### src/rtl/booth_controller.sv
// Moore FSM that sequences a radix-2 Booth 16x16 signed multiply over an external A:Q:qm1 datapath.
// Define BOOTH_ABORT_EN to add the abort input, which cancels a multiply in progress.
module booth_controller (
  input  logic       clk,
  input  logic       rst_n,
  input  logic       start,
  input  logic       q0,
  input  logic       qm1,
  input  logic [4:0] cnt,
`ifdef BOOTH_ABORT_EN
  input  logic       abort,
`endif
  output logic       ld_m,
  output logic       ld_q,
  output logic       clr_a,
  output logic       clr_qm1,
  output logic       ld_a,
  output logic       addsub,
  output logic       sft,
  output logic       ld_cnt,
  output logic       dec_cnt,
  output logic       busy,
  output logic       done
);

  typedef enum logic [2:0] {
    IDLE   = 3'd0,
    LOAD_M = 3'd1,
    LOAD_Q = 3'd2,
    EVAL   = 3'd3,
    ARITH  = 3'd4,
    SHIFT  = 3'd5,
    DONE   = 3'd6
  } state_t;

  state_t state, state_nxt;
  logic   addsub_r, addsub_nxt;

  always_ff @(posedge clk or negedge rst_n) begin
    if (!rst_n) begin
      state    <= IDLE;
      addsub_r <= 1'b1;
    end else begin
      state    <= state_nxt;
      addsub_r <= addsub_nxt;
    end
  end

  always_comb begin
    state_nxt  = IDLE;
    addsub_nxt = addsub_r;
    ld_m       = 1'b0;
    ld_q       = 1'b0;
    clr_a      = 1'b0;
    clr_qm1    = 1'b0;
    ld_a       = 1'b0;
    addsub     = 1'b0;
    sft        = 1'b0;
    ld_cnt     = 1'b0;
    dec_cnt    = 1'b0;
    busy       = 1'b0;
    done       = 1'b0;

    case (state)
      IDLE: state_nxt = start ? LOAD_M : IDLE;
      LOAD_M: begin
        ld_m      = 1'b1;
        busy      = 1'b1;
        state_nxt = LOAD_Q;
      end
      LOAD_Q: begin
        ld_q      = 1'b1;
        clr_a     = 1'b1;
        clr_qm1   = 1'b1;
        ld_cnt    = 1'b1;
        busy      = 1'b1;
        state_nxt = EVAL;
      end
      EVAL: begin
        busy = 1'b1;
        if (cnt == '0) begin
          state_nxt = DONE;
        end else if ({q0, qm1} == 2'b10) begin
          state_nxt  = ARITH;
          addsub_nxt = 1'b0;
        end else if ({q0, qm1} == 2'b01) begin
          state_nxt  = ARITH;
          addsub_nxt = 1'b1;
        end else begin
          state_nxt = SHIFT;
        end
      end
      ARITH: begin
        // addsub is gated to ARITH so every other state presents all-zero strobes
        ld_a      = 1'b1;
        addsub    = addsub_r;
        busy      = 1'b1;
        state_nxt = SHIFT;
      end
      SHIFT: begin
        sft       = 1'b1;
        dec_cnt   = 1'b1;
        busy      = 1'b1;
        state_nxt = EVAL;
      end
      DONE: begin
        done      = 1'b1;
        busy      = 1'b1;
        state_nxt = IDLE;
      end
      default: state_nxt = IDLE;
    endcase

`ifdef BOOTH_ABORT_EN
    if (abort && (state != IDLE) && (state != DONE)) begin
      state_nxt  = IDLE;
      addsub_nxt = addsub_r;
    end
`endif
  end

endmodule
### config.mk
export PLATFORM = sky130hd
export DESIGN_NAME = booth_controller
export DESIGN_NICKNAME = d
export VERILOG_FILES = /design/src/rtl/booth_controller.sv
export SDC_FILE = /design/constraint.sdc
export NUM_CORES = 1
export LEC_CHECK = 0
export ABC_CLOCK_PERIOD_IN_PS = 3400
export CORE_AREA = 4 4 41 43
export CTS_CLUSTER_DIAMETER = 120
export CTS_CLUSTER_SIZE = 10
export DETAILED_ROUTE_END_ITERATION = 7
export DIE_AREA = 0 0 45 47
export SKIP_CTS_REPAIR_TIMING = 1
export SLEW_MARGIN = 20
export SYNTH_ARGS = -nofsm -noshare
export SYNTH_HDL_FRONTEND = slang
export SYNTH_SLANG_ARGS = --single-unit
export TNS_END_PERCENT = 1
### constraint.sdc
create_clock -name clk -period 3.4 [get_ports clk]
set_input_delay 1.02 -clock clk [delete_from_list [all_inputs] [get_ports clk]]
set_output_delay 1.02 -clock clk [all_outputs]
set_load 0.1 [all_outputs]
* Word-level counts from Yosys, hierarchy flattened
Cells that the tools add are included.
** Storage, ports and cells
- Register bits :: 4
- Bits in latches :: 0
- Bits in writable memories :: 0
- Bits in read-only memories :: 0
- Logic and storage cells :: 31
- Memories kept :: 0
** Cells by class
- $add $sub $neg :: 0
- Multiply operators :: 0
- Div/mod/pow operators :: 0
- Order comparisons :: 0
- Equality and inequality tests :: 8
- Shift-type cells :: 0
- Mux-type cells :: 14
- Bitwise logic cells :: 1
- Reductions and logical operators :: 6
** Operators by type and width (number)
- 3-bit case mux with 5 select lines :: 1
- 1-bit two-way mux :: 12
- 3-bit equality test, second input constant :: 3
- 3-bit by 2-bit equality test with 1-bit output, second input constant :: 2
- 6-bit OR reduction :: 1
- 5-bit zero test :: 1
- 3-bit by 1-bit equality test with 1-bit output, second input constant :: 1
- 3-bit zero test :: 1
- 3-bit AND reduction :: 1
- 2-bit by 1-bit equality test with 1-bit output, second input constant :: 1
- 2-bit equality test, second input constant :: 1
- 2-bit two-way mux :: 1
- 2-bit nonzero test :: 1
- 2-bit OR reduction :: 1
- 1-bit inverter :: 1

* Longest topological paths before layout
Gate-level depths: netlist of run 1.
- Word-level depth :: 5
- Mapped depth :: 5
- Gate-level depth less buffers :: 5

* Worst setup path after synthesis of run 1
No wires, ideal clock.
- Kind :: flip-flop to output port
- From :: register state[1]
- To :: output port clr_qm1
- Data arrival time :: 3503 ps
- Setup slack :: -1123 ps
- Stages on the path, launching flop included :: 4
- Path buffers :: 2
- Cells stage by stage :: dfrtp_1 -> buf_6 -> nor3b_1 -> buf_4
** On the way
- Longest elaborated chain between the ends :: 2
** Ends and longest elaborated chain
- start: declaration :: RTL line 36 : state_t state, state_nxt;
- start signal: assignment :: RTL line 44 : state <= state_nxt;
- 3-bit by 2-bit equality test with 1-bit output
- 1-bit two-way mux
- end: declaration :: RTL line 16 : output logic clr_qm1,
No other way between the ends.

* Final worst setup path of run 1
- From :: register state[1]
- To :: output port clr_qm1
** On the way
- Longest elaborated chain between the ends :: 2
** Ends and longest elaborated chain
- 3-bit by 2-bit equality test with 1-bit output :: RTL line 64 : case (state)
- 1-bit two-way mux :: RTL line 64
No other way between the ends.

==> results of run 1 <==
path summary, 6_finish.rpt:
check / to / slack (ps) / cells after the start
setup / recovery: clr_qm1 / 870 / 2
hold / removal: addsub_r$_DFFE_PN1P_ / 460 / 2
setup reg to reg: addsub_r$_DFFE_PN1P_ / 2250 / 3
hold reg to reg: addsub_r$_DFFE_PN1P_ / 460 / 2
max in group asynchronous: addsub_r$_DFFE_PN1P_ / 2190 / 1
min in group asynchronous: state[1]$_DFF_PN0_ / 980 / 1
sequential cells by signal, summed over array words and instances, names as in the netlist:
register	flops
state	3
addsub_r	1
layout make-up:
| cell class | count | area, µm² | area share |
|---|---|---|---|
| repair buffers | 20 | 172.7 | 0.3270 |
| multi-input cells | 23 | 197.7 | 0.3744 |
| clock buffers | 4 | 26.28 | 0.04976 |
| flip-flops and latches | 4 | 101.3 | 0.1919 |
| well taps | 15 | 18.77 | 0.03555 |
| inverters | 3 | 11.26 | 0.02133 |
cell families after synthesis:
family | after synthesis | share of synthesized area
AOI/OAI and AO/OA | 6 | 0.1438
and+or+nand+nor | 15 | 0.3219
buffers and inverters | 10 | 0.1952
muxes | 1 | 0.02740
DFF | 4 | 0.2774
adders and majority gates | 1 | 0.03424
synthesized netlist by cell type:
library cell / number / area share
buf_4: 5 / 0.10
nor3b_1: 4 / 0.082
dfrtp_1: 3 / 0.21
nor2_1: 3 / 0.031
buf_6: 2 / 0.062
inv_1: 2 / 0.021
nor3_2: 2 / 0.055
a21o_1: 1 / 0.021
a21oi_1: 1 / 0.014
a21oi_2: 1 / 0.024
a221oi_2: 1 / 0.041
a41o_1: 1 / 0.027
and2_1: 1 / 0.017
and3_2: 1 / 0.021
dfstp_2: 1 / 0.072
ha_1: 1 / 0.034
inv_2: 1 / 0.010
mux2i_1: 1 / 0.027
nand2_1: 1 / 0.010
nand4bb_4: 1 / 0.075
nor3_1: 1 / 0.014
o22ai_1: 1 / 0.017
or2_0: 1 / 0.017
tightest hold or removal path, cell delays in order (launching register included):
cell	delay [ps]
dfstp_2	350
inv_1	40
mux2i_1	60
per-stage QoR:
step           worst slack [ps]  area [µm²]  setup TNS, ps    util
6_report                  865.4       528.0              0  0.4058
3_5_place_dp              959.0       501.7              0  0.3856
5_1_grt                   718.7       528.0              0  0.4058
2_1_floorplan             -1019       370.4          -2219       -
4_1_cts                   842.4       528.0              0  0.4058
3_3_place_gp              947.6       501.7              0  0.3856
metal layers:
metal | vias up | wire, µm | part of all wire | track usage
met2 | 8 | 404 | 0.55 | 0.1102
met1 | 132 | 284 | 0.39 | 0.08966
met5 | - | 0 | 0 | 0
met3 | 0 | 44 | 0.060 | 0.01533
met4 | 0 | 0 | 0 | 0.08772
li1 | 160 | - | - | -
==> flow_summary.json, run 1 <==
{
  "status": "completed",
  "synth_warnings": 0,
  "viasPerCell": 4.348,
  "num-fill-cells": 156,
  "start_util": 0.2808,
  "fin_crit_sh": 0.7455,
  "syn_area_um2": 365.4,
  "syn2layout_area_growth_pct": 44.52,
  "critPathRequiredTime_ps": 2380,
  "dieWidth_um": 45,
  "cts_num_sinks": 4,
  "boundaryPins": 21,
  "slew_viol_final": 0,
  "grt_max_degree": 14,
  "hold_viol": 0,
  "cts-htree-levels": 1,
  "avgSynthCellArea_um2": 9.874,
  "diodes": 0,
  "worstSetupPathType": "reg2out",
  "numCtsBuffers": 3,
  "routed_wl_um": 733,
  "layout.nets": 66,
  "first_global_vias": 277,
  "io_buffer_count": 20,
  "cp_top_family": "flip-flops",
  "hold_class": "reg2reg",
  "cts.path.max_buffers": 2,
  "r2r-start": "state[1]$_DFF_PN0_",
  "cts.clk_slew.worst_paths_ps": 40,
  "layout_common_cells": "11 x buf_4, 9 x clkdlybuf4s50_1",
  "drc": 0,
  "cts_tree": "built",
  "cts-root-buf": "clkbuf_4",
  "coreArea_mm2": 0.001301,
  "tightest_slew_ps": 441.8,
  "drt_iter0_markers": 1,
  "ys_seq_area_frac": 0.2774,
  "synth_nets": 48,
  "slew_headroom": 0.7055,
  "cp-end-kind": "output port",
  "place.gp.congestion": 0.6881,
  "crit_path_start": "state[1]$_DFF_PN0_",
  "worst_path_largest_cell_delay_ps": 610,
  "vias": 300,
  "fin_crit_ps": 2535,
  "clk_latency_ps": 230,
  "cp_num_buf_inv": 1,
  "drv_cap": 0,
  "worst_ep_arrival_time_ps": 1510,
  "track_usage": 0.07692,
  "drive_above_1_share": 0.4259,
  "dieArea_mm2": 0.002115,
  "path_cells": "nor3b_2 > buf_4",
  "holdCritStartpoint": "addsub_r$_DFFE_PN1P_",
  "fmax_ghz": 0.3945,
  "ant_nets": 0,
  "rsz0062_at_grt": "false",
  "instances_no_fill": 69,
  "setup_violations": 0,
  "critPathMaxFanout": 13,
  "synth.distinct_cells": 23,
  "hold_ws_ps": 461.0,
  "start_kind": "flip-flop",
  "slowest_stage": "dfrtp_1",
  "dieHeight_um": 47,
  "firstDrtPassIters": 2,
  "dpl.cell_count": 65,
  "synthCells": 37,
  "layout_commonest_cell": "buf_4",
  "ys_seq_elements": 4,
  "detailed_place_hpwl_um": 586.6,
  "grt_pass1_wl_um": 1117,
  "grt.overflow.total": 0,
  "row_count": 13,
  "wire_per_inst_um": 10.62,
  "antenna_found_initial": 0,
  "clock_skew_ps": 2.968
}
Power of run 1 is not shown: default switching activity piles up to over one toggle a cycle in this logic, so the estimate is an artifact.
==> run 2, diff against run 1 <==
--- a/config.mk
+++ b/config.mk
@@ -5,7 +5,7 @@
 export SDC_FILE = /design/constraint.sdc
 export NUM_CORES = 1
 export LEC_CHECK = 0
-export ABC_CLOCK_PERIOD_IN_PS = 3400
+export ABC_CLOCK_PERIOD_IN_PS = 2400
 export CORE_AREA = 4 4 41 43
 export CTS_CLUSTER_DIAMETER = 120
 export CTS_CLUSTER_SIZE = 10
==> constraint.sdc (replaced) <==
create_clock -name clk -period 2.4 [get_ports clk]
set_input_delay 0.72 -clock clk [delete_from_list [all_inputs] [get_ports clk]]
set_output_delay 0.72 -clock clk [all_outputs]
set_load 0.1 [all_outputs]
==> run 2 against run 1 <==
  * Die area did not move
  * Utilization up 14 points
  * Setup slack worse by 680 ps
  * Sequential share of layout area decreased by 4.8 points
  * Non-clock buffer count up 1
  * Flip-flop and latch count unchanged
  * Design area up 33%
  * Hold slack better by 0.61 ps
  * Largest cell class is now buffers
  * Register-to-register slack got worse by 1100 ps
  * Routed wire length increased by 0.41%
  * Critical path depth grew 1
  * Global-route usage grew 0.32 points
==> flow_summary.json, run 2 (synthesis gave the netlist of run 1 again) <==
{
  "setup_tns_ps": 0,
  "numCtsBuffers": 3,
  "cts-root-buf": "clkbuf_4",
  "hold_viol": 0,
  "wire_per_inst_um": 10.51,
  "fin_crit_sh": 0.9231,
  "worstSetupPathType": "reg2out",
  "drc": 0,
  "grt_pass1_wl_um": 1193,
  "syn2layout_area_growth_pct": 92.81,
  "cts_tree": "built",
  "cts-htree-levels": 1,
  "setup_violations": 0,
  "track_usage": 0.08010,
  "critPathMaxFanout": 9,
  "worst_ep_arrival_time_ps": 1500,
  "fmax_ghz": 0.4514,
  "drt_iter0_markers": 0,
  "fin_crit_ps": 2215,
  "dieWidth_um": 45,
  "cp-end-kind": "output port",
  "tightest_slew_ps": 460.8,
  "cp-endpoint": "dec_cnt",
  "start_kind": "flip-flop",
  "top_register": "state",
  "cts.path.max_buffers": 2,
  "firstDrtPassIters": 1,
  "boundaryPins": 21,
  "r2r_cells": 3,
  "status": "completed",
  "dpl.cell_count": 66,
  "design_area_um2": 704.4,
  "crit_path_start": "state[2]$_DFF_PN0_",
  "instances_no_fill": 70,
  "largest_reg_flops": 3,
  "r2r-start": "state[2]$_DFF_PN0_",
  "place.gp.congestion": 0.7366,
  "coreArea_mm2": 0.001301,
  "layout_commonest_cell": "buf_12",
  "critPathRequiredTime_ps": 1680,
  "r2r-end": "state[2]$_DFF_PN0_",
  "clk_latency_ps": 230,
  "grt.overflow.total": 0,
  "antenna_found_initial": 0,
  "slew_viol_final": 0,
  "cts_num_sinks": 4,
  "layout.nets": 67,
  "row_count": 13,
  "dieHeight_um": 47,
  "drive_above_1_share": 0.5091,
  "start_util": 0.2808,
  "first_global_vias": 278,
  "ant_nets": 0,
  "slew_headroom": 0.6924,
  "r2r_slack_ps": 1190,
  "largestRegisters": "state (3), addsub_r (1)",
  "detailed_place_hpwl_um": 638.4,
  "grt_max_degree": 11,
  "viasPerCell": 4.471,
  "dpl_cell_area_um2": 678.2,
  "dieArea_mm2": 0.002115,
  "io_buffer_count": 20,
  "diodes": 0,
  "layout_common_cells": "11 x buf_12, 9 x clkdlybuf4s50_1, 3 x nor2_1, 3 x clkbuf_4, 3 x dfrtp_1",
  "cts.clk_slew.worst_paths_ps": 40,
  "drv_cap": 0,
  "routed_wl_um": 736,
  "rsz0062_at_grt": "false",
  "hold_class": "reg2reg",
  "vias": 313,
  "clock_skew_ps": 3.248
}
-- run 2: routing by layer --
metal	global-route usage	up-vias	wire length (µm)
met5	0	-	0
met3	0.01149	0	49
met1	0.1011	139	304
met4	0.07018	0	0
met2	0.1186	11	382
li1	-	163	-
-- run 2: worst min-delay path by stage --
stage / slack, ps / depth (start not counted) / from / to
after floorplan: 420 / 0 / rst_n / state[0]$_DFF_PN0_
after global placement: 450 / 2 / addsub_r$_DFFE_PN1P_ / addsub_r$_DFFE_PN1P_
after detailed placement: 460 / 2 / addsub_r$_DFFE_PN1P_ / addsub_r$_DFFE_PN1P_
after CTS: 460 / 2 / addsub_r$_DFFE_PN1P_ / addsub_r$_DFFE_PN1P_
after global routing: 470 / 2 / addsub_r$_DFFE_PN1P_ / addsub_r$_DFFE_PN1P_
final: 460 / 2 / addsub_r$_DFFE_PN1P_ / addsub_r$_DFFE_PN1P_
-- run 2: stage by stage --
step	utilization	hold WS (ps)	setup slack, ps
3_3_place_gp	0.5212	452.8	287.0
5_1_grt	0.5413	467.4	77.51
6_report	0.5413	461.6	184.6
4_1_cts	0.5413	462.2	169.5
3_5_place_dp	0.5212	456.7	261.7
2_1_floorplan	-	424.4	-234.9
-- run 2: critical path, cell delays in order (launching register included) --
cell,delay (ps)
dfrtp_1,570
inv_2,160
nor3b_4,320
buf_12,220
-- run 2: layout make-up --
type                    instances  area, µm²
repair buffers                 21      317.8
flip-flops and latches          4      101.3
well taps                      15      18.77
clock buffers                   4      26.28
inverters                       3      11.26
multi-input cells              23      229.0
fillers                       135      596.8
Power of run 2 is left out for the same reason.
==> run 3, diff against run 2 <==
--- a/config.mk
+++ b/config.mk
@@ -5,7 +5,7 @@
 export SDC_FILE = /design/constraint.sdc
 export NUM_CORES = 1
 export LEC_CHECK = 0
-export ABC_CLOCK_PERIOD_IN_PS = 2400
+export ABC_CLOCK_PERIOD_IN_PS = 1800
 export CORE_AREA = 4 4 41 43
 export CTS_CLUSTER_DIAMETER = 120
 export CTS_CLUSTER_SIZE = 10
==> constraint.sdc (replaced) <==
create_clock -name clk -period 1.8 [get_ports clk]
set_input_delay 0.54 -clock clk [delete_from_list [all_inputs] [get_ports clk]]
set_output_delay 0.54 -clock clk [all_outputs]
set_load 0.1 [all_outputs]
==> run 3 against run 2 <==
  * The run now ends with setup timing left
  * Die area is the same
  * Global-route usage shrank 0.46 points
  * Setup slack lost 230 ps
  * Design area grew 13%
  * Critical path depth is the same
  * Routed wire length grew 9.9%
  * Cell count grew 13%
  * First-iteration DRC count is the same
  * Clock skew grew 1.5 ps
  * Hold slack is essentially flat
  * Count of clock-buffer cells in the layout is the same
  * Flip-flop and latch count is the same
==> flow_summary.json, run 3 (synthesis gave the netlist of run 1 again) <==
{
  "hold_class": "reg2reg",
  "routed_wl_um": 809,
  "tightest_slew_ps": 271.5,
  "worstSetupPathType": "reg2out",
  "dpl_cell_area_um2": 700.7,
  "clock_skew_ps": 4.785,
  "cts-root-buf": "clkbuf_4",
  "setup_violations": 6,
  "layout_commonest_cell": "buf_12",
  "largestRegisters": "state (3), addsub_r (1)",
  "start_util": 0.2808,
  "coreArea_mm2": 0.001301,
  "drv_cap": 0,
  "hold_viol": 0,
  "io_buffer_count": 20,
  "fin_crit_sh": 1.028,
  "numCtsBuffers": 3,
  "hold_ws_ps": 461.5,
  "cts.clk_slew.worst_paths_ps": 40,
  "cts.path.max_buffers": 2,
  "dieHeight_um": 47,
  "dpl.cell_count": 69,
  "layout.nets": 76,
  "grt.overflow.total": 0,
  "violations": "setup timing",
  "worst_ep_arrival_time_ps": 1310,
  "worst_path_largest_cell_delay_ps": 470,
  "antenna_found_initial": 0,
  "grt_max_degree": 11,
  "instances_no_fill": 79,
  "cts_num_sinks": 4,
  "wire_per_inst_um": 10.24,
  "slowest_stage": "dfrtp_2",
  "fin_crit_ps": 1850,
  "post-place-ws_ps": -160.3,
  "dieWidth_um": 45,
  "slew_headroom": 0.8188,
  "drt_iter0_markers": 0,
  "path_cells": "buf_4 > nor3b_2 > buf_12",
  "slew_viol_final": 0,
  "cts-htree-levels": 1,
  "top_register": "state",
  "rsz0062_at_grt": "true",
  "cp-end-kind": "output port",
  "boundaryPins": 21,
  "start_kind": "flip-flop",
  "diodes": 0,
  "vias": 343,
  "track_usage": 0.07546,
  "grt_pass1_wl_um": 1193,
  "critPathMaxFanout": 9,
  "design_area_um2": 797.0,
  "critPathRequiredTime_ps": 1260,
  "detailed_place_hpwl_um": 635.2,
  "first_global_vias": 295,
  "largest_reg_flops": 3,
  "status": "finished, violations left",
  "fmax_ghz": 0.5404,
  "ant_nets": 0,
  "layout_common_cells": "11 x buf_12, 9 x clkdlybuf4s50_1, 8 x buf_4",
  "row_count": 13,
  "drive_above_1_share": 0.6563,
  "syn2layout_area_growth_pct": 118.2,
  "dieArea_mm2": 0.002115,
  "cts_tree": "built",
  "final.setup.worst_slack_ps": -50.33,
  "viasPerCell": 4.342,
  "clk_latency_ps": 230,
  "firstDrtPassIters": 1,
  "drc": 0,
  "place.gp.congestion": 0.7071
}
[run 3: final timing paths]
kind                       slack, ps                   end  cells past startpoint                 start
min in group asynchronous        500    state[0]$_DFF_PN0_                      1                 rst_n
max in group asynchronous       1070  addsub_r$_DFFE_PN1P_                      1                 rst_n
min                              460  addsub_r$_DFFE_PN1P_                      2  addsub_r$_DFFE_PN1P_
max                              -50                  ld_m                      3    state[1]$_DFF_PN0_
min reg2reg                      460  addsub_r$_DFFE_PN1P_                      2  addsub_r$_DFFE_PN1P_
max reg2reg                      500    state[0]$_DFF_PN0_                      5    state[1]$_DFF_PN0_
[run 3: worst max-delay path: cells and delay by family (launching register included)]
kind / cells / cell delay (ps)
buffers and inverters: 2 / 380
DFF: 1 / 470
and+or+nand+nor: 1 / 230
[run 3: layer usage]
metal,share of wire,global-route usage,vias up
met2,0.54,0.1299,9
met1,0.41,0.09007,156
met4,0,0.05263,0
li1,-,-,178
met5,0,0,-
met3,0.057,0.003831,0
[run 3: per-stage QoR]
step | TNS, ps | utilization
6_report | -179.4 | 0.6125
2_1_floorplan | -4856 | -
4_1_cts | -1313 | 0.5587
5_1_grt | -748.1 | 0.6125
3_3_place_gp | -150.0 | 0.5385
3_5_place_dp | -160.3 | 0.5385
[run 3: cell type report]
| type | instances | area, µm² |
|---|---|---|
| multi-input combinational | 23 | 242.7 |
| fill | 102 | 504.2 |
| tap | 15 | 18.77 |
| clock buffer | 4 | 26.28 |
| timing repair buffer | 30 | 392.9 |
| sequential | 4 | 105.1 |
| inverter | 3 | 11.26 |
Power of run 3 is left out for the same reason.
